File: src/rtl/aes_bist_ctrl_if.sv
// -----------------------------------------------------------------------------
// aes_bist_ctrl_if
// Bundles the control/status handshake between the AES BIST sequencer, the
// BIST wrapper around the AES core and the system controller.
//
//   start, abort        system controller -> sequencer requests
//   dut_done, sig_in    BIST wrapper -> sequencer (DONE and d_out/MISR)
//   is_bist,
//   en_lsfr_misr        sequencer -> BIST wrapper controls
//   busy, bist_done,
//   bist_pass,
//   bist_timeout,
//   sig_out, blk_cnt    sequencer -> system controller status
//
// Modports: master = the sequencer itself, slave = everything around it.
// -----------------------------------------------------------------------------
interface aes_bist_ctrl_if;
    logic       start;
    logic       abort;
    logic       dut_done;
    logic [7:0] sig_in;
    logic       is_bist;
    logic       en_lsfr_misr;
    logic       busy;
    logic       bist_done;
    logic       bist_pass;
    logic       bist_timeout;
    logic [7:0] sig_out;
    logic [7:0] blk_cnt;

    modport master (
        input  start, abort, dut_done, sig_in,
        output is_bist, en_lsfr_misr, busy, bist_done,
               bist_pass, bist_timeout, sig_out, blk_cnt
    );

    modport slave (
        output start, abort, dut_done, sig_in,
        input  is_bist, en_lsfr_misr, busy, bist_done,
               bist_pass, bist_timeout, sig_out, blk_cnt
    );
endinterface

File: src/rtl/aes_bist_ctrl.sv
// -----------------------------------------------------------------------------
// aes_bist_ctrl
// Sequences one built-in self-test of the AES core through its BIST wrapper:
// selects LFSR stimulus (is_bist), runs the LFSR/MISR (en_lsfr_misr) until
// NUM_BLOCKS rising edges of the wrapper's DONE are seen, lets the MISR take
// the final byte, then captures the signature and compares it to GOLDEN_SIG.
// A RUN phase longer than TIMEOUT cycles ends the test with bist_timeout set.
//
// Ports:
//   clk   rising-edge clock
//   rst   asynchronous reset, active low
//   bus   aes_bist_ctrl_if.master (requests in, wrapper controls and
//         status out; all outputs are flops)
// -----------------------------------------------------------------------------
module aes_bist_ctrl #(
    parameter logic [7:0] GOLDEN_SIG = 8'hC0,
    parameter int         NUM_BLOCKS = 1,
    parameter int         TIMEOUT    = 1023,
    parameter int         CNT_W      = 10
) (
    input  logic             clk,
    input  logic             rst,
    aes_bist_ctrl_if.master  bus
);

    localparam logic [CNT_W-1:0] TMO_VAL  = CNT_W'(TIMEOUT);
    localparam logic [7:0]       NBLK_VAL = 8'(NUM_BLOCKS);

    typedef enum logic [2:0] {
        ST_IDLE   = 3'd0,
        ST_ARM    = 3'd1,
        ST_RUN    = 3'd2,
        ST_SETTLE = 3'd3,
        ST_CHECK  = 3'd4,
        ST_DONE   = 3'd5
    } state_t;

    // Control outputs belonging to a state: {is_bist, en, busy, done}.
    // Loaded together with the state so they are flops, not decode logic.
    function automatic logic [3:0] state_outs(input state_t st);
        logic [3:0] o;
        case (st)
            ST_IDLE:   o = 4'b0000;
            ST_ARM:    o = 4'b1010;
            ST_RUN:    o = 4'b1110;
            ST_SETTLE: o = 4'b1110;
            ST_CHECK:  o = 4'b1010;
            ST_DONE:   o = 4'b1001;
            default:   o = 4'b0000;
        endcase
        return o;
    endfunction

    state_t           state_r;
    logic [3:0]       ctl_r;
    logic [CNT_W-1:0] cyc_cnt_r;
    logic [7:0]       blk_cnt_r;
    logic [7:0]       sig_r;
    logic             pass_r;
    logic             tmo_r;
    logic             dut_prev_r;
    logic             dut_edge_s;

    // Rising edge of the wrapper's DONE against last cycle's sample.
    always_comb begin
        dut_edge_s = bus.dut_done & ~dut_prev_r;
    end

    // Sequencer state, counters and captured results.
    always_ff @(posedge clk or negedge rst) begin
        if (!rst) begin
            state_r    <= ST_IDLE;
            ctl_r      <= 4'b0000;
            cyc_cnt_r  <= '0;
            blk_cnt_r  <= 8'd0;
            sig_r      <= 8'd0;
            pass_r     <= 1'b0;
            tmo_r      <= 1'b0;
            dut_prev_r <= 1'b0;
        end else begin
            // Sampled every cycle, so ARM preloads it and a DONE that is
            // already high when RUN starts is not taken as an edge.
            dut_prev_r <= bus.dut_done;
            if (bus.abort) begin
                state_r   <= ST_IDLE;
                ctl_r     <= state_outs(ST_IDLE);
                cyc_cnt_r <= '0;
                blk_cnt_r <= 8'd0;
                sig_r     <= 8'd0;
                pass_r    <= 1'b0;
                tmo_r     <= 1'b0;
            end else begin
                case (state_r)
                    ST_IDLE, ST_DONE: begin
                        if (bus.start) begin
                            state_r   <= ST_ARM;
                            ctl_r     <= state_outs(ST_ARM);
                            cyc_cnt_r <= '0;
                            blk_cnt_r <= 8'd0;
                            sig_r     <= 8'd0;
                            pass_r    <= 1'b0;
                            tmo_r     <= 1'b0;
                        end else begin
                            state_r <= state_r;
                        end
                    end
                    ST_ARM: begin
                        state_r <= ST_RUN;
                        ctl_r   <= state_outs(ST_RUN);
                    end
                    ST_RUN: begin
                        // Saturate rather than wrap so the timeout stays sticky.
                        if (cyc_cnt_r != TMO_VAL) begin
                            cyc_cnt_r <= cyc_cnt_r + {{(CNT_W-1){1'b0}}, 1'b1};
                        end else begin
                            cyc_cnt_r <= cyc_cnt_r;
                        end
                        if (dut_edge_s) begin
                            blk_cnt_r <= blk_cnt_r + 8'd1;
                        end else begin
                            blk_cnt_r <= blk_cnt_r;
                        end
                        // The final block edge outranks a coincident timeout.
                        if (dut_edge_s && ((blk_cnt_r + 8'd1) == NBLK_VAL)) begin
                            state_r <= ST_SETTLE;
                            ctl_r   <= state_outs(ST_SETTLE);
                        end else if (cyc_cnt_r == TMO_VAL) begin
                            state_r <= ST_DONE;
                            ctl_r   <= state_outs(ST_DONE);
                            sig_r   <= bus.sig_in;
                            pass_r  <= 1'b0;
                            tmo_r   <= 1'b1;
                        end else begin
                            state_r <= ST_RUN;
                        end
                    end
                    ST_SETTLE: begin
                        state_r <= ST_CHECK;
                        ctl_r   <= state_outs(ST_CHECK);
                    end
                    ST_CHECK: begin
                        state_r <= ST_DONE;
                        ctl_r   <= state_outs(ST_DONE);
                        sig_r   <= bus.sig_in;
                        pass_r  <= (bus.sig_in == GOLDEN_SIG);
                        tmo_r   <= 1'b0;
                    end
                    default: begin
                        state_r <= ST_IDLE;
                        ctl_r   <= state_outs(ST_IDLE);
                    end
                endcase
            end
        end
    end

    assign bus.is_bist      = ctl_r[3];
    assign bus.en_lsfr_misr = ctl_r[2];
    assign bus.busy         = ctl_r[1];
    assign bus.bist_done    = ctl_r[0];
    assign bus.bist_pass    = pass_r;
    assign bus.bist_timeout = tmo_r;
    assign bus.sig_out      = sig_r;
    assign bus.blk_cnt      = blk_cnt_r;

endmodule

File: src/flat_wrapper.sv
// flat-port wrapper written by rule: the top's interface ports become plain ports
module aes_bist_ctrl_flat 
#(
    parameter logic [7:0] GOLDEN_SIG = 8'hC0,
    parameter int         NUM_BLOCKS = 1,
    parameter int         TIMEOUT    = 1023,
    parameter int         CNT_W      = 10
)
  (clk, rst, bus_start, bus_abort, bus_dut_done, bus_sig_in, bus_is_bist, bus_en_lsfr_misr, bus_busy, bus_bist_done, bus_bist_pass, bus_bist_timeout, bus_sig_out, bus_blk_cnt);
  aes_bist_ctrl_if bus_i ();
  input  logic clk;
  input  logic rst;
  input wire logic [$bits(bus_i.start)-1:0] bus_start;
  input wire logic [$bits(bus_i.abort)-1:0] bus_abort;
  input wire logic [$bits(bus_i.dut_done)-1:0] bus_dut_done;
  input wire logic [$bits(bus_i.sig_in)-1:0] bus_sig_in;
  output wire logic [$bits(bus_i.is_bist)-1:0] bus_is_bist;
  output wire logic [$bits(bus_i.en_lsfr_misr)-1:0] bus_en_lsfr_misr;
  output wire logic [$bits(bus_i.busy)-1:0] bus_busy;
  output wire logic [$bits(bus_i.bist_done)-1:0] bus_bist_done;
  output wire logic [$bits(bus_i.bist_pass)-1:0] bus_bist_pass;
  output wire logic [$bits(bus_i.bist_timeout)-1:0] bus_bist_timeout;
  output wire logic [$bits(bus_i.sig_out)-1:0] bus_sig_out;
  output wire logic [$bits(bus_i.blk_cnt)-1:0] bus_blk_cnt;
  assign bus_i.start = bus_start;
  assign bus_i.abort = bus_abort;
  assign bus_i.dut_done = bus_dut_done;
  assign bus_i.sig_in = bus_sig_in;
  assign bus_is_bist = bus_i.is_bist;
  assign bus_en_lsfr_misr = bus_i.en_lsfr_misr;
  assign bus_busy = bus_i.busy;
  assign bus_bist_done = bus_i.bist_done;
  assign bus_bist_pass = bus_i.bist_pass;
  assign bus_bist_timeout = bus_i.bist_timeout;
  assign bus_sig_out = bus_i.sig_out;
  assign bus_blk_cnt = bus_i.blk_cnt;
  aes_bist_ctrl #(.GOLDEN_SIG(GOLDEN_SIG), .NUM_BLOCKS(NUM_BLOCKS), .TIMEOUT(TIMEOUT), .CNT_W(CNT_W)) u_core (.clk(clk), .rst(rst), .bus(bus_i));
endmodule
File: config.mk
export PLATFORM = sky130hd
export DESIGN_NAME = aes_bist_ctrl_flat
export DESIGN_NICKNAME = d
export VERILOG_FILES = /design/src/rtl/aes_bist_ctrl_if.sv /design/src/rtl/aes_bist_ctrl.sv /design/src/flat_wrapper.sv
export SDC_FILE = /design/constraint.sdc
export NUM_CORES = 1
export LEC_CHECK = 0
export CORE_ASPECT_RATIO = 0.6
export CORE_MARGIN = 1.5
export CORE_UTILIZATION = 56
export CTS_CLUSTER_SIZE = 10
export DETAILED_ROUTE_END_ITERATION = 16
export PLACE_DENSITY_LB_ADDON = 0.08
export SETUP_SLACK_MARGIN = 0.02
export SYNTH_ARGS = -nofsm -noshare
export SYNTH_HDL_FRONTEND = slang
export SYNTH_SLANG_ARGS = --single-unit
export TNS_END_PERCENT = 1
File: constraint.sdc
create_clock -name clk -period 4.58 [get_ports clk]
set_input_delay 1.374 -clock clk [delete_from_list [all_inputs] [get_ports clk]]
set_output_delay 1.374 -clock clk [all_outputs]
set_load 0.01 [all_outputs]
==> impl_metrics.tcl, run 1 <==
set metrics [dict create \
    leakage_nw 1.05 \
    clockBufferDepth 2 \
    hold_viol 0 \
    seq_area_frac_synth_pct 45.3 \
    drc_errors 0 \
    maxSlewViolCount 0 \
    first_global_vias 1665 \
    cap_viol_max_count 0 \
    hold_buffers 0 \
    cts_max_level 2 \
    cts_buffers 5 \
    num_rows 16 \
    wl_um 4870 \
    cp_data_required_time_ns 4.77 \
    area_growth_pct 24.1 \
    timing.final.crit_share_pct 72.1 \
    pre_cts_slack_ns 0.979 \
    die_w_um 80.0 \
    syn_inst 211 \
    tightest_slew_ns 1.01 \
    floorplan.initialDensity_pct 59.9 \
    viasPerCell 6.03 \
    die-area_um2 3930 \
    timing.setup.tns_ns 0 \
    fill_cells 256 \
    synth_ff_type "dfrtp_1" \
    pin_count 35 \
    seqPwrFrac_pct 46.2 \
    rrSetupSlack_ns 2.13 \
    insertion_delay_ns 0.29 \
    cts.repair.resized 0 \
    status "completed" \
    cts-root-buf "clkbuf_8" \
    core_area_um2 3320 \
    setup_viol 0 \
    postCtsSetupBuffers 0 \
    hp-class "reg -> reg" \
    netlist_area_um2 1990 \
    antenna_found_initial 0 \
    fmax_mhz 303 \
    peakVddDrop_mv 0.286 \
    track_usage_pct 27.6 \
    drt_first_iter_violations 110 \
    synth_warnings 0 \
    syn-num-nets 227 \
    grt_pass1_wl_um 8340 \
    critPathCaptureType "flip-flop" \
    vias 1760 \
    period_minus_slack_ns 3.30 \
    whs_ns 0.492 \
    drtAntennaViolNets 0 \
    p_comb_share_pct 16.8 \
    grt_start_max_net_pins 37 \
    p_sw_share_pct 26.8 \
    switching_power_uw 201 \
    clock_sinks 36 \
    fin_nets 262 \
    power_density_nw_per_um2 303 \
    arrival_ns 3.49 \
    internal_power_uw 548 \
    synthArstFlopShare_pct 100 \
    worstSetupPathType "in -> reg" \
    clk_pin_slew_ns 0.08 \
    avgSynthCellArea_um2 9.43 \
    dr.pass1.iters 4 \
    finClkSkew_ns 0.00993 \
    dpl.hpwl_um 3540 \
    routedWlPerCell_um 16.7 \
    yosys.cell_types.count 54 \
    p_clk_share_pct 37.0 \
    ys_ff_latch 36 \
    drive_gt1_share_pct 10.5 \
    synth_edf_count 0 \
    portBuffers 34 \
    fin_ws_ns 1.28 \
    gp_congestion 0.900 \
    startpoint_type "primary input" \
    path_max_fanout 13 \
    grt_overflow 0 \
    rsz0062_at_grt "false" \
    dieHeight_um 49.2 \
    antenna_cells 0 \
    cts_tree "done" \
    relSlewSlack_pct 32.4 \
]
-- layer usage --
metal  global-route usage (%)  part of all wire [%]  vias up
li1                         -                     -      819
met1                     40.3                    46      871
met2                     42.9                    47       64
met3                     6.17                   6.0        6
met4                     4.31                  0.82        0
met5                        0                     0        -
-- sequential cells by signal, indices dropped and copies added, names as in the netlist --
register                 cells
u_core.bus.bist_timeout      1
u_core.ctl_r                 4
u_core.bus.blk_cnt           8
u_core.bus.sig_out           8
u_core.state_r               3
u_core.dut_prev_r            1
u_core.bus.bist_pass         1
u_core.cyc_cnt_r            10
-- cell type report --
| class | count | area (µm²) | share of cell area, % |
|---|---|---|---|
| multi-input combinational | 153 | 990 | 40.1 |
| sequential | 36 | 901 | 36.5 |
| timing repair buffer | 37 | 363 | 14.7 |
| clock buffer | 5 | 68.8 | 2.79 |
| tap | 45 | 56.3 | 2.28 |
| inverter | 13 | 48.8 | 1.98 |
| clock inverter | 3 | 42.5 | 1.72 |
-- cells by family after synthesis --
| family | Yosys count | share of synthesized area, % |
|---|---|---|
| flops | 36 | 45.3 |
| xor+xnor | 9 | 3.96 |
| mux | 9 | 4.59 |
| simple gates | 85 | 23.3 |
| buf+inv | 22 | 5.03 |
| compound gates | 47 | 16.0 |
| fa+ha+maj | 3 | 1.89 |
-- path summary, 6_finish.rpt --
| check | from | end | cells past startpoint |
|---|---|---|---|
| worst max-delay path | bus_abort | u_core.bus.sig_out[6] | 7 |
| worst min-delay path | u_core.ctl_r[1] | u_core.ctl_r[1] | 1 |
| worst max register to register | u_core.cyc_cnt_r[0] | u_core.bus.sig_out[6] | 7 |
| worst min register to register | u_core.ctl_r[1] | u_core.ctl_r[1] | 1 |
| max in group asynchronous | rst | u_core.cyc_cnt_r[4] | 2 |
| min in group asynchronous | rst | u_core.bus.bist_timeout | 2 |
-- cells in the mapped netlist, types with 4 or more instances --
cell type	instances	area (µm²)
dfrtp_1	36	901
nand2_1	26	97.6
o21ai_0	18	90.1
nor2_1	15	56.3
inv_1	13	48.8
mux2i_1	8	80.1
a21oi_1	7	35.0
xnor2_1	7	61.3
nor3_1	5	25.0
a21o_1	4	30.0
and3_1	4	25.0
nand3_1	4	20.0
-- critical path, cell delays in order --
cell             delay [ns]
clkdlybuf4s50_1        0.79
nor3_2                 0.09
buf_4                  0.21
nand2_2                0.12
o21ai_1                0.10
a21oi_2                0.50
mux2i_1                0.31
-- metrics by stage --
step	total power, mW	std cells	util [%]	area (µm²)
final	0.749	292	74.3	2470
after global routing	0.781	292	74.3	2470
after CTS	0.751	292	74.3	2470
after detailed placement	0.474	284	71.0	2360
after global placement	0.467	284	71.0	2360
after floorplan	0.423	211	-	1990
-- cells in the final DEF, fill, tap and decap left out, types with 5 or more instances in the layout --
| master | Yosys | final |
|---|---|---|
| nor2_1 | 15 | 15 |
| xnor2_1 | 7 | 7 |
| clkdlybuf4s50_1 | 0 | 34 |
| clkbuf_8 | 0 | 5 |
| inv_1 | 13 | 13 |
| o21ai_0 | 18 | 18 |
| mux2i_1 | 8 | 8 |
| nor3_1 | 5 | 5 |
| nand2_1 | 26 | 26 |
| a21oi_1 | 7 | 7 |
| dfrtp_1 | 36 | 36 |
-- power groups by stage --
| stage | registers (mW) | clock network (mW) | logic [mW] |
|---|---|---|---|
| 2_1_floorplan | 0.348 | 0 | 0.0749 |
| 3_3_place_gp | 0.349 | 0 | 0.118 |
| 3_5_place_dp | 0.351 | 0 | 0.123 |
| 4_1_cts | 0.345 | 0.282 | 0.124 |
| 5_1_grt | 0.347 | 0.297 | 0.137 |
| 6_report | 0.346 | 0.277 | 0.126 |
(Power assumes the default switching activity.)
==> run 2, diff against run 1 <==
Settings changed: CORE_UTILIZATION 56 to 52.
Clock period 4.58 ns to 3.35 ns, I/O delays scaled along.
==> run 2 against run 1 <==
Net effect:
- cell area is 1.3% higher
- total power grew 37%
- register-to-register slack lost 1.0 ns
- clock power increased by 38%
- combinational power up 37%
- final cell count rose by 2.1%
- utilization fell by 5.9 points
- worst hold slack worse by 0.0058 ns
- flip-flop and latch count unchanged
- clock-buffer cell count is the same
- via count down 4.8%
==> impl_metrics.tcl, run 2 (synthesized netlist as in run 1, its figures left out) <==
set metrics [dict create \
    status "completed" \
    fin_nets 266 \
    cap_viol_max_count 0 \
    pre_cts_slack_ns 0.265 \
    max_stage_delay_ns 0.58 \
    pin_count 35 \
    arrival_ns 2.98 \
    antenna_cells 0 \
    clockBufferDepth 2 \
    drc_errors 0 \
    instances_no_fill 298 \
    fin_ws_ns 0.536 \
    dp.cells 290 \
    vias 1676 \
    worstHoldEndpoint "u_core.ctl_r[1]" \
    worstPathCellList "clkdlybuf4s50_1 > or2_1 > a221oi_2 > a21o_1 > nor3_1 > xnor2_1 > nor2_1" \
    routedWlPerCell_um 14.8 \
    grt_pass1_wl_um 7330 \
    core_area_um2 3660 \
    rsz0062_at_grt "false" \
    hp-class "reg -> reg" \
    whs_ns 0.486 \
    r2r_cells 7 \
    cp_data_required_time_ns 3.52 \
    track_usage_pct 22.5 \
    worst_r2r_endpoint "u_core.cyc_cnt_r[5]" \
    drtAntennaViolNets 0 \
    cts_buffers 5 \
    setup_viol 0 \
    hold_buffers 0 \
    timing.final.crit_share_pct 84.0 \
    power_density_nw_per_um2 410 \
    fmax_mhz 355 \
    placed_area_um2 2390 \
    grt_overflow 0 \
    rrSetupSlack_ns 1.08 \
    path_max_fanout 9 \
    first_global_vias 1549 \
    r2r_start "u_core.cyc_cnt_r[0]" \
    largest_reg_flops 10 \
    cts.repair.resized 0 \
    area_growth_pct 25.7 \
    tightest_slew_ns 0.669 \
    grt_start_max_net_pins 37 \
    portBuffers 34 \
    holdPathStages 1 \
    period_minus_slack_ns 2.81 \
    floorplan.initialDensity_pct 54.4 \
    antenna_found_initial 0 \
    wl_um 4410 \
    timing.setup.tns_ns 0 \
    peakVddDrop_mv 0.304 \
    die-area_um2 4220 \
    dpl.hpwl_um 3260 \
    clk_pin_slew_ns 0.08 \
    dr.pass1.iters 4 \
    critPathCaptureType "flip-flop" \
    cts-root-buf "clkbuf_8" \
    hold_viol 0 \
    drive_gt1_share_pct 12.0 \
    power_mw 1.03 \
    leakage_nw 1.07 \
    final_common_cell "dfrtp_1" \
    cts_max_level 2 \
    finClkSkew_ns 0.00954 \
    relSlewSlack_pct 55.3 \
    gp_congestion 0.850 \
    dieHeight_um 50.9 \
    cts_tree "done" \
    holdCritStartpoint "u_core.ctl_r[1]" \
    drt_first_iter_violations 124 \
    die_w_um 82.9 \
    viasPerCell 5.62 \
    final_area_um2 2500 \
    crit_slowest_cell "a221oi_2" \
    clock_sinks 36 \
    postCtsSetupBuffers 0 \
    num_rows 17 \
    maxSlewViolCount 0 \
    largest_register "u_core.cyc_cnt_r" \
    worstSetupPathType "in -> reg" \
    final_util_pct 68.4 \
    mostFrequentLayoutCells "36 x dfrtp_1, 34 x clkdlybuf4s50_1, 26 x nand2_1" \
    startpoint_type "primary input" \
    insertion_delay_ns 0.30 \
]
==> run 2: how the worst max path moves through the flow <==
stage	start	to	slack (ns)	cells past startpoint
3_5_place_dp	bus_start	u_core.cyc_cnt_r[5]	0.26	7
4_1_cts	bus_start	u_core.cyc_cnt_r[5]	0.58	7
3_3_place_gp	bus_start	u_core.cyc_cnt_r[8]	0.38	7
2_1_floorplan	bus_start	u_core.cyc_cnt_r[9]	1.05	7
5_1_grt	bus_start	u_core.cyc_cnt_r[5]	0.38	7
6_report	bus_start	u_core.cyc_cnt_r[5]	0.54	7
==> run 2: critical path: cells and delay by family <==
kind            cells  cell delay, ns
simple gates        3            0.44
buf+inv             1            0.48
xor+xnor            1            0.16
compound gates      2            0.90
==> run 2: layer usage <==
metal	share of wire, %	vias to the layer above	GRT usage (%)
li1	-	818	-
met1	48	813	30.1
met2	45	39	36.4
met3	4.9	6	5.33
met4	1.2	0	8.06
met5	0	-	0
==> run 2: area by class of cell <==
type                            instances  area [µm²]
Multi-Input combinational cell        153         990
Inverter                               13        48.8
Clock inverter                          3        42.5
Clock buffer                            5        68.8
Fill cell                             296        1160
Timing Repair Buffer                   41         393
Sequential cell                        36         901
Tap cell                               47        58.8
==> run 2: report_power, final <==
group          switching [mW]  internal [mW]  leakage (nW)
clock network           0.162          0.220        0.0541
logic                  0.0917         0.0811         0.522
registers              0.0191          0.451         0.493
==> run 3, diff against run 2 <==
Settings changed: CORE_UTILIZATION 52 to 47.
Clock period 3.35 ns to 2.3 ns, I/O delays scaled along.
==> run 3 against run 2 <==
Net effect:
- combinational power increased by 65%
- global-route usage decreased by 1.0 points
- non-clock buffer count increased by 16
- flip-flop and latch count unchanged
- largest power group unchanged
==> impl_metrics.tcl, run 3 (synthesized netlist as in run 1, its figures left out) <==
set metrics [dict create \
    hold_buffers 0 \
    peakVddDrop_mv 0.379 \
    die-area_um2 4650 \
    wl_met1_um 2400 \
    cts-root-buf "clkbuf_8" \
    grt_pass1_wl_um 7380 \
    clockBufferDepth 2 \
    max_stage_delay_ns 0.49 \
    largest_reg_flops 10 \
    final_area_um2 2650 \
    fill_cells 355 \
    power_density_nw_per_um2 575 \
    antenna_found_initial 0 \
    wl_um 4480 \
    floorplan.initialDensity_pct 48.8 \
    r2r_cells 8 \
    regArea_um2 901 \
    clk_pin_slew_ns 0.08 \
    fin_nets 282 \
    drive_gt1_share_pct 18.0 \
    maxSlewViolCount 0 \
    dpl.hpwl_um 3310 \
    first_global_vias 1525 \
    path_max_fanout 8 \
    switching_power_uw 395 \
    wl_met3_um 216 \
    routedWlPerCell_um 13.7 \
    critPathCaptureType "flip-flop" \
    finClkSkew_ns 0.0102 \
    cts_buffers 5 \
    crit_slowest_cell "clkdlybuf4s50_1" \
    p_clk_share_pct 36.0 \
    worstPathCellList "clkdlybuf4s50_1 > and2_1 > a221oi_2 > buf_4 > a21o_2 > nor4_1 > xnor2_1 > nor2_1" \
    hp-class "in -> async" \
    clock_sinks 36 \
    worstSetupStartpoint "bus_start" \
    highest_layer "met4" \
    seqPwrFrac_pct 45.1 \
    track_usage_pct 21.5 \
    dieHeight_um 53.4 \
    relSlewSlack_pct 64.5 \
    rrSetupSlack_ns 0.13 \
    whs_ns 0.431 \
    cts_tree "done" \
    placed_area_um2 2530 \
    status "completed" \
    cts.repair.resized 0 \
    timing.final.crit_share_pct 95.1 \
    mostFrequentLayoutCells "36 x dfrtp_1, 33 x clkdlybuf4s50_1, 26 x nand2_1" \
    cap_viol_max_count 0 \
    period_minus_slack_ns 2.19 \
    wl_met2_um 1800 \
    drc_errors 0 \
    postCtsSetupBuffers 0 \
    insertion_delay_ns 0.29 \
    vias 1708 \
    worstSetupEndpoint "u_core.cyc_cnt_r[9]" \
    area_growth_pct 32.9 \
    r2r_start "u_core.bus.blk_cnt[1]" \
    startpoint_type "primary input" \
    die_w_um 87.0 \
    pin_count 35 \
    fmax_mhz 457 \
    hold_viol 0 \
    rsz0062_at_grt "false" \
    grt_start_max_net_pins 37 \
    tightest_slew_ns 0.530 \
    multi_input_area_um2 993 \
    cts_max_level 2 \
    portBuffers 34 \
    p_comb_share_pct 18.8 \
    internal_power_mw 1.13 \
    grt_overflow 0 \
    setup_viol 0 \
    cp_data_required_time_ns 2.46 \
    worst_r2r_endpoint "u_core.ctl_r[0]" \
    largest_register "u_core.cyc_cnt_r" \
    final_common_cell "dfrtp_1" \
    num_rows 18 \
    arrival_ns 2.35 \
    leakage_nw 1.15 \
    viasPerCell 5.22 \
    core_area_um2 4080 \
    worstSetupPathType "in -> reg" \
    antenna_cells 0 \
    dr.pass1.iters 4 \
    gp_congestion 0.901 \
    drtAntennaViolNets 0 \
    p_sw_share_pct 26.0 \
    drt_first_iter_violations 94 \
]
## run 3: layout make-up
| type | count | share of cell area, % |
|---|---|---|
| Sequential cell | 36 | 34.0 |
| Multi-Input combinational cell | 153 | 37.5 |
| Clock inverter | 2 | 1.32 |
| Clock buffer | 6 | 2.74 |
| Timing Repair Buffer | 57 | 19.7 |
| Tap cell | 60 | 2.84 |
| Inverter | 13 | 1.84 |
## run 3: critical path: cells and delay by family
family / cells / cell delay (ns)
buf+inv: 2 / 0.65
simple gates: 3 / 0.53
xor+xnor: 1 / 0.16
compound gates: 2 / 0.32
## run 3: worst min path at each step
stage | startpoint | to | slack, ns | depth (start not counted)
floorplan | rst | u_core.bus.bist_pass | 0.39 | 0
global placement | u_core.ctl_r[1] | u_core.ctl_r[1] | 0.48 | 1
detailed placement | u_core.ctl_r[1] | u_core.ctl_r[1] | 0.47 | 1
CTS | rst | u_core.bus.blk_cnt[2] | 0.45 | 2
global route | rst | u_core.ctl_r[2] | 0.48 | 2
finish | rst | u_core.bus.blk_cnt[2] | 0.43 | 2
## run 3: power by group through the flow
stage               registers (mW)  clock network [mW]  logic (mW)
floorplan                    0.692                   0       0.149
global placement             0.697                   0       0.283
detailed placement           0.698                   0       0.285
CTS                          0.686               0.561       0.288
global route                 0.691               0.591       0.314
finish                       0.686               0.548       0.286
## run 3: through the flow
step | util (%) | setup TNS, ns | worst slack [ns] | cells | total power, mW
after floorplan | - | 0 | 0.298 | 211 | 0.841
after global placement | 62.2 | -1.87 | -0.152 | 319 | 0.980
after detailed placement | 62.2 | -3.11 | -0.190 | 319 | 0.983
final | 64.9 | 0 | 0.112 | 327 | 1.52
after CTS | 64.8 | 0 | 0.0925 | 327 | 1.53
after global routing | 64.9 | 0 | 0.0210 | 327 | 1.60
## run 3: routing by layer
layer / track usage, % / up-vias
li1: - / 855
met1: 33.0 / 811
met2: 28.7 / 35
met3: 4.68 / 7
met4: 8.06 / 0
met5: 0 / -
==> patch 1, RTL diff (settings of run 3) <==
`CNT_W` is set to 10 in 2 places; all go to 14.
--- a/src/rtl/aes_bist_ctrl.sv
+++ b/src/rtl/aes_bist_ctrl.sv
@@ -16,7 +16,7 @@
     parameter logic [7:0] GOLDEN_SIG = 8'hC0,
     parameter int         NUM_BLOCKS = 1,
     parameter int         TIMEOUT    = 1023,
-    parameter int         CNT_W      = 10
+    parameter int         CNT_W      = 14
 ) (
     input  logic             clk,
     input  logic             rst,
--- a/src/flat_wrapper.sv
+++ b/src/flat_wrapper.sv
@@ -4,7 +4,7 @@
     parameter logic [7:0] GOLDEN_SIG = 8'hC0,
     parameter int         NUM_BLOCKS = 1,
     parameter int         TIMEOUT    = 1023,
-    parameter int         CNT_W      = 10
+    parameter int         CNT_W      = 14
 )
   (clk, rst, bus_start, bus_abort, bus_dut_done, bus_sig_in, bus_is_bist, bus_en_lsfr_misr, bus_busy, bus_bist_done, bus_bist_pass, bus_bist_timeout, bus_sig_out, bus_blk_cnt);
   aes_bist_ctrl_if bus_i ();
Function: no difference found for any inputs over 10 cycles, from zero or initial values and one cycle with rst low; that may be too few to reach the edited logic, so the function may still have changed.
==> patch 1 against run 3 <==
  * Die area increased by 9.3%
  * Highest routed layer unchanged
  * Final area increased by 11%
  * Routed wire length increased by 20%
  * First-iteration DRC count decreased by 9.6%
  * Largest power group unchanged
  * Largest cell class unchanged
  * Sequential cell count increased by 4
  * Total power increased by 11%
  * Setup slack got worse by 32 ps
  * Area after synthesis increased by 9.7%
==> patch 1: results (changes against run 3) <==
{| class="wikitable"
! Metric !! Value
|-
| Mux contribution to synthesized area || 0.0487 (+0.00280)
|-
| Routability congestion estimate || 0.819 (-9.2%)
|-
| Multi-input combinational cell count || 172 (+12%)
|-
| Total of cells resized after clock tree synthesis || 6 (+6)
|-
| Non-CTS inverters || 16 (+3)
|-
| Via density per instance || 5.34 (+2.3%)
|-
| DP Worst Slack || -381 ps (-191 ps)
|-
| Post-detail-place hpwl || 3850 um (+16%)
|-
| Wire length of the first global-routing pass || 9080 um (+23%)
|-
| Repair and plain buffers || 68 (+19%)
|-
| Final cell utilization of the core || 0.689 (+0.0397)
|-
| Starting DRT DRC Count || 85 (-9.6%)
|-
| Synthesized-area fraction occupied by xor and xnor cells || 0.0521 (+0.0125)
|-
| Share of the clock period used by the worst path || 0.965 (+0.0141)
|-
| Layout filler cell count || 358 (+0.85%)
|-
| Proportion of cell area occupied by multi-input gates || 0.371 (-0.00487)
|-
| Post-CTS setup buffer count || 1 (+1)
|-
| Relative area of clock buffers and inverters in the final design || 0.0429 (+0.00221)
|-
| Share of post-route cells with drive strength above 1 || 0.201 (+0.0209)
|-
| Detailed Route WL || 5370 um (+20%)
|-
| Least-Margin Pin Slew || 502 ps (-27.9 ps)
|-
| Run status || finished clean
|-
| Flip-flop and latch count after synthesis || 40 (+11%)
|-
| Clock buffers || 7 (+1)
|-
| Flip-flop count of the largest register after layout || 14 (+4)
|-
| Critical path origin || bus_dut_done
|-
| Cells taking the most area after synthesis || dfrtp_1, o21ai_0, nand2_1, mux2i_1, xor2_1
|-
| Post-Route Hold Slack || 439 ps (+7.86 ps)
|-
| VDD IR-drop max || 437 uV (+15%)
|-
| Non-Clock Buffer Area Fraction || 0.201 (+0.00450)
|-
| Via count of the first global-routing pass || 1825 (+20%)
|-
| Internal || 1270 uW (+12%)
|-
| Total GRT Usage || 0.229 (+0.0133)
|-
| Unique masters post-synth || 46 (-15%)
|-
| Syn Area/Cell || 9.10 um2 (-3.5%)
|-
| Placed Instance Area || 2770 um2 (+9.4%)
|-
| Post-synthesis sequential area ratio || 0.458 (+0.00564)
|}
[patch 1: worst register-to-register path, stage by stage, from the launching register on]
cell      delay [ps]
dfrtp_1          420
ha_2             190
buf_4            150
xnor2_1          170
a31oi_1          130
or4_4            500
nand3b_1         160
buf_6            170
mux2i_1          210
[patch 1: logic make-up after synthesis]
kind of cell	count (synthesis)
AOI/OAI and AO/OA	54
xor gates and xnor gates	13
and+or+nand+nor	92
muxes	10
DFF	40
adders and majority gates	3
buffers and inverters	28
[patch 1: metal layers]
layer	vias to the layer above	share of wire	routed length [um]	GRT usage
li1	967	-	-	-
met1	929	0.53	2850	0.352
met2	45	0.41	2200	0.319
met3	4	0.052	278	0.0574
met4	0	0.0071	38	0.0536
met5	-	0	0	0
[patch 1: power by group through the flow]
stage	Combinational [uW]	Clock, uW	Sequential [uW]
2_1_floorplan	144	0	772
3_3_place_gp	293	0	766
3_5_place_dp	299	0	767
4_1_cts	306	641	754
5_1_grt	340	673	759
6_report	309	629	754
==> patch 2, RTL diff (flow settings as in run 3) <==
Made on the original files. The 6 states of `state_t` get a one-hot encoding in 6 bits.
--- a/src/rtl/aes_bist_ctrl.sv
+++ b/src/rtl/aes_bist_ctrl.sv
@@ -26,13 +26,13 @@
     localparam logic [CNT_W-1:0] TMO_VAL  = CNT_W'(TIMEOUT);
     localparam logic [7:0]       NBLK_VAL = 8'(NUM_BLOCKS);
 
-    typedef enum logic [2:0] {
-        ST_IDLE   = 3'd0,
-        ST_ARM    = 3'd1,
-        ST_RUN    = 3'd2,
-        ST_SETTLE = 3'd3,
-        ST_CHECK  = 3'd4,
-        ST_DONE   = 3'd5
+    typedef enum logic [5:0] {
+        ST_IDLE   = 6'b000001,
+        ST_ARM    = 6'b000010,
+        ST_RUN    = 6'b000100,
+        ST_SETTLE = 6'b001000,
+        ST_CHECK  = 6'b010000,
+        ST_DONE   = 6'b100000
     } state_t;
 
     // Control outputs belonging to a state: {is_bist, en, busy, done}.
Formal check against the unedited RTL: no difference found for any inputs over 10 cycles, from zero or initial values and one cycle with rst low; not proved beyond that.
==> patch 2 against run 3 <==
  * Total power rose by 7.6%
  * Largest cell class unchanged
  * Combinational power rose by 41%
  * Core utilization rose by 1.1 points
  * Sequential cell count rose by 3
  * Register-to-register slack improved by 40 ps
  * Critical path depth fell by 2
  * Setup slack improved by 44 ps
  * Routed wire length rose by 4.8%
  * Via count rose by 4.9%
  * Clock skew fell by 1.6 ps
  * Largest power group unchanged
  * Area after synthesis rose by 7.7%
  * Final area rose by 5.6%
  * Critical endpoint is now u_core.bus.sig_out[6]$_DFFE_PN0P_
==> patch 2: results (changes against run 3) <==
{| class="wikitable"
! Metric !! Value
|-
| Share of post-route cells with drive strength above 1 || 0.189 (+0.00970)
|-
| Drt wl/cell || 13.6 um (-0.62%)
|-
| Switching component of the power || 499 uW (+26%)
|-
| Run status || finished clean
|-
| CP max stage delay || 470 ps (-20 ps)
|-
| Met1 routing resource usage after global routing || 0.332 (+0.00115)
|-
| Pin count of the biggest net entering global routing || 40 (+8.1%)
|-
| Routability congestion estimate || 0.839 (-7.0%)
|-
| Cells taking the most area after synthesis || dfrtp_1, nand2_1, nor2_1, o21ai_0, mux2i_1
|-
| Normalized max-slew margin || 0.664 (+0.0191)
|-
| Share of the synthesized area in compound gates (AO/OA/AOI/OAI) || 0.147 (-0.0126)
|-
| Most common library cells after synthesis || dfrtp_1, nand2_1, nor2_1, inv_1, o21ai_0
|-
| Via count of the first global-routing pass || 1663 (+9.0%)
|-
| Met2 routed wirelength || 1760 um (-2.5%)
|-
| Via density per instance || 5.19 (-0.61%)
|-
| Placed Instance Area || 2700 um2 (+6.5%)
|-
| Met3 track demand over resource in global routing || 0.0551 (+0.00829)
|-
| Reg-to-reg setup timing slack || 170 ps (+40 ps)
|-
| Portion of total power attributed to sequential cells || 0.473 (+0.022)
|-
| Post-Synthesis Cells || 226 (+7.1%)
|-
| DP Cell Count || 337 (+5.6%)
|-
| Post-Syn Nets || 242 (+6.6%)
|-
| Met2 GRT Util || 0.252 (-0.0347)
|-
| Routed length on met1 || 2620 um (+9.0%)
|-
| Final Critical Period || 2140 ps (-43.9 ps)
|}
==> patch 2: cell types whose count changed in the layout (fill, tap and decap cells not counted), sizes merged, moves of 4 or more <==
cell	before	now
nand3	4	9
nand2	28	24
nor2	16	23
or3	2	6
xor2	2	7
o2bb2ai	0	4
==> patch 2: cell type report <==
cell class / count / area (um2)
multi-input combinational: 162 / 1050
fill: 373 / 1440
timing repair buffer: 60 / 547
clock buffer: 5 / 68.8
sequential: 39 / 977
inverter: 16 / 60.1
clock inverter: 3 / 20.0
tap: 60 / 75.1
==> patch 2: metrics by stage <==
step           power (uW)  TNS (ps)  hold slack, ps  utilization
3_5_place_dp         1180     -2170             477        0.637
6_report             1640         0             441        0.660
3_3_place_gp         1190     -1740             483        0.637
5_1_grt              1730         0             475        0.660
4_1_cts              1650         0             460        0.658
2_1_floorplan        1020         0             394            -
==> patch 2: worst max-delay path by stage <==
stage | from | to | depth (start not counted)
2_1_floorplan | u_core.bus.blk_cnt[0]$_DFFE_PN0P_ | u_core.bus.sig_out[6]$_DFFE_PN0P_ | 7
3_3_place_gp | bus_dut_done | u_core.bus.sig_out[5]$_DFFE_PN0P_ | 7
3_5_place_dp | bus_dut_done | u_core.state_r[5]$_DFFE_PN0P_ | 7
4_1_cts | u_core.bus.blk_cnt[0]$_DFFE_PN0P_ | u_core.state_r[5]$_DFFE_PN0P_ | 7
5_1_grt | u_core.bus.blk_cnt[1]$_DFFE_PN0P_ | u_core.bus.sig_out[0]$_DFFE_PN0P_ | 8
6_report | bus_dut_done | u_core.bus.sig_out[6]$_DFFE_PN0P_ | 6
==> patch 2: worst reg2reg max path, stage by stage (launching register included) <==
cell and delay (ps):
dfrtp_1 420, buf_4 160, nand3_1 150, or3_2 530, o211ai_2 100, or3_4 150
o211a_1 190, buf_6 170, mux2i_1 200
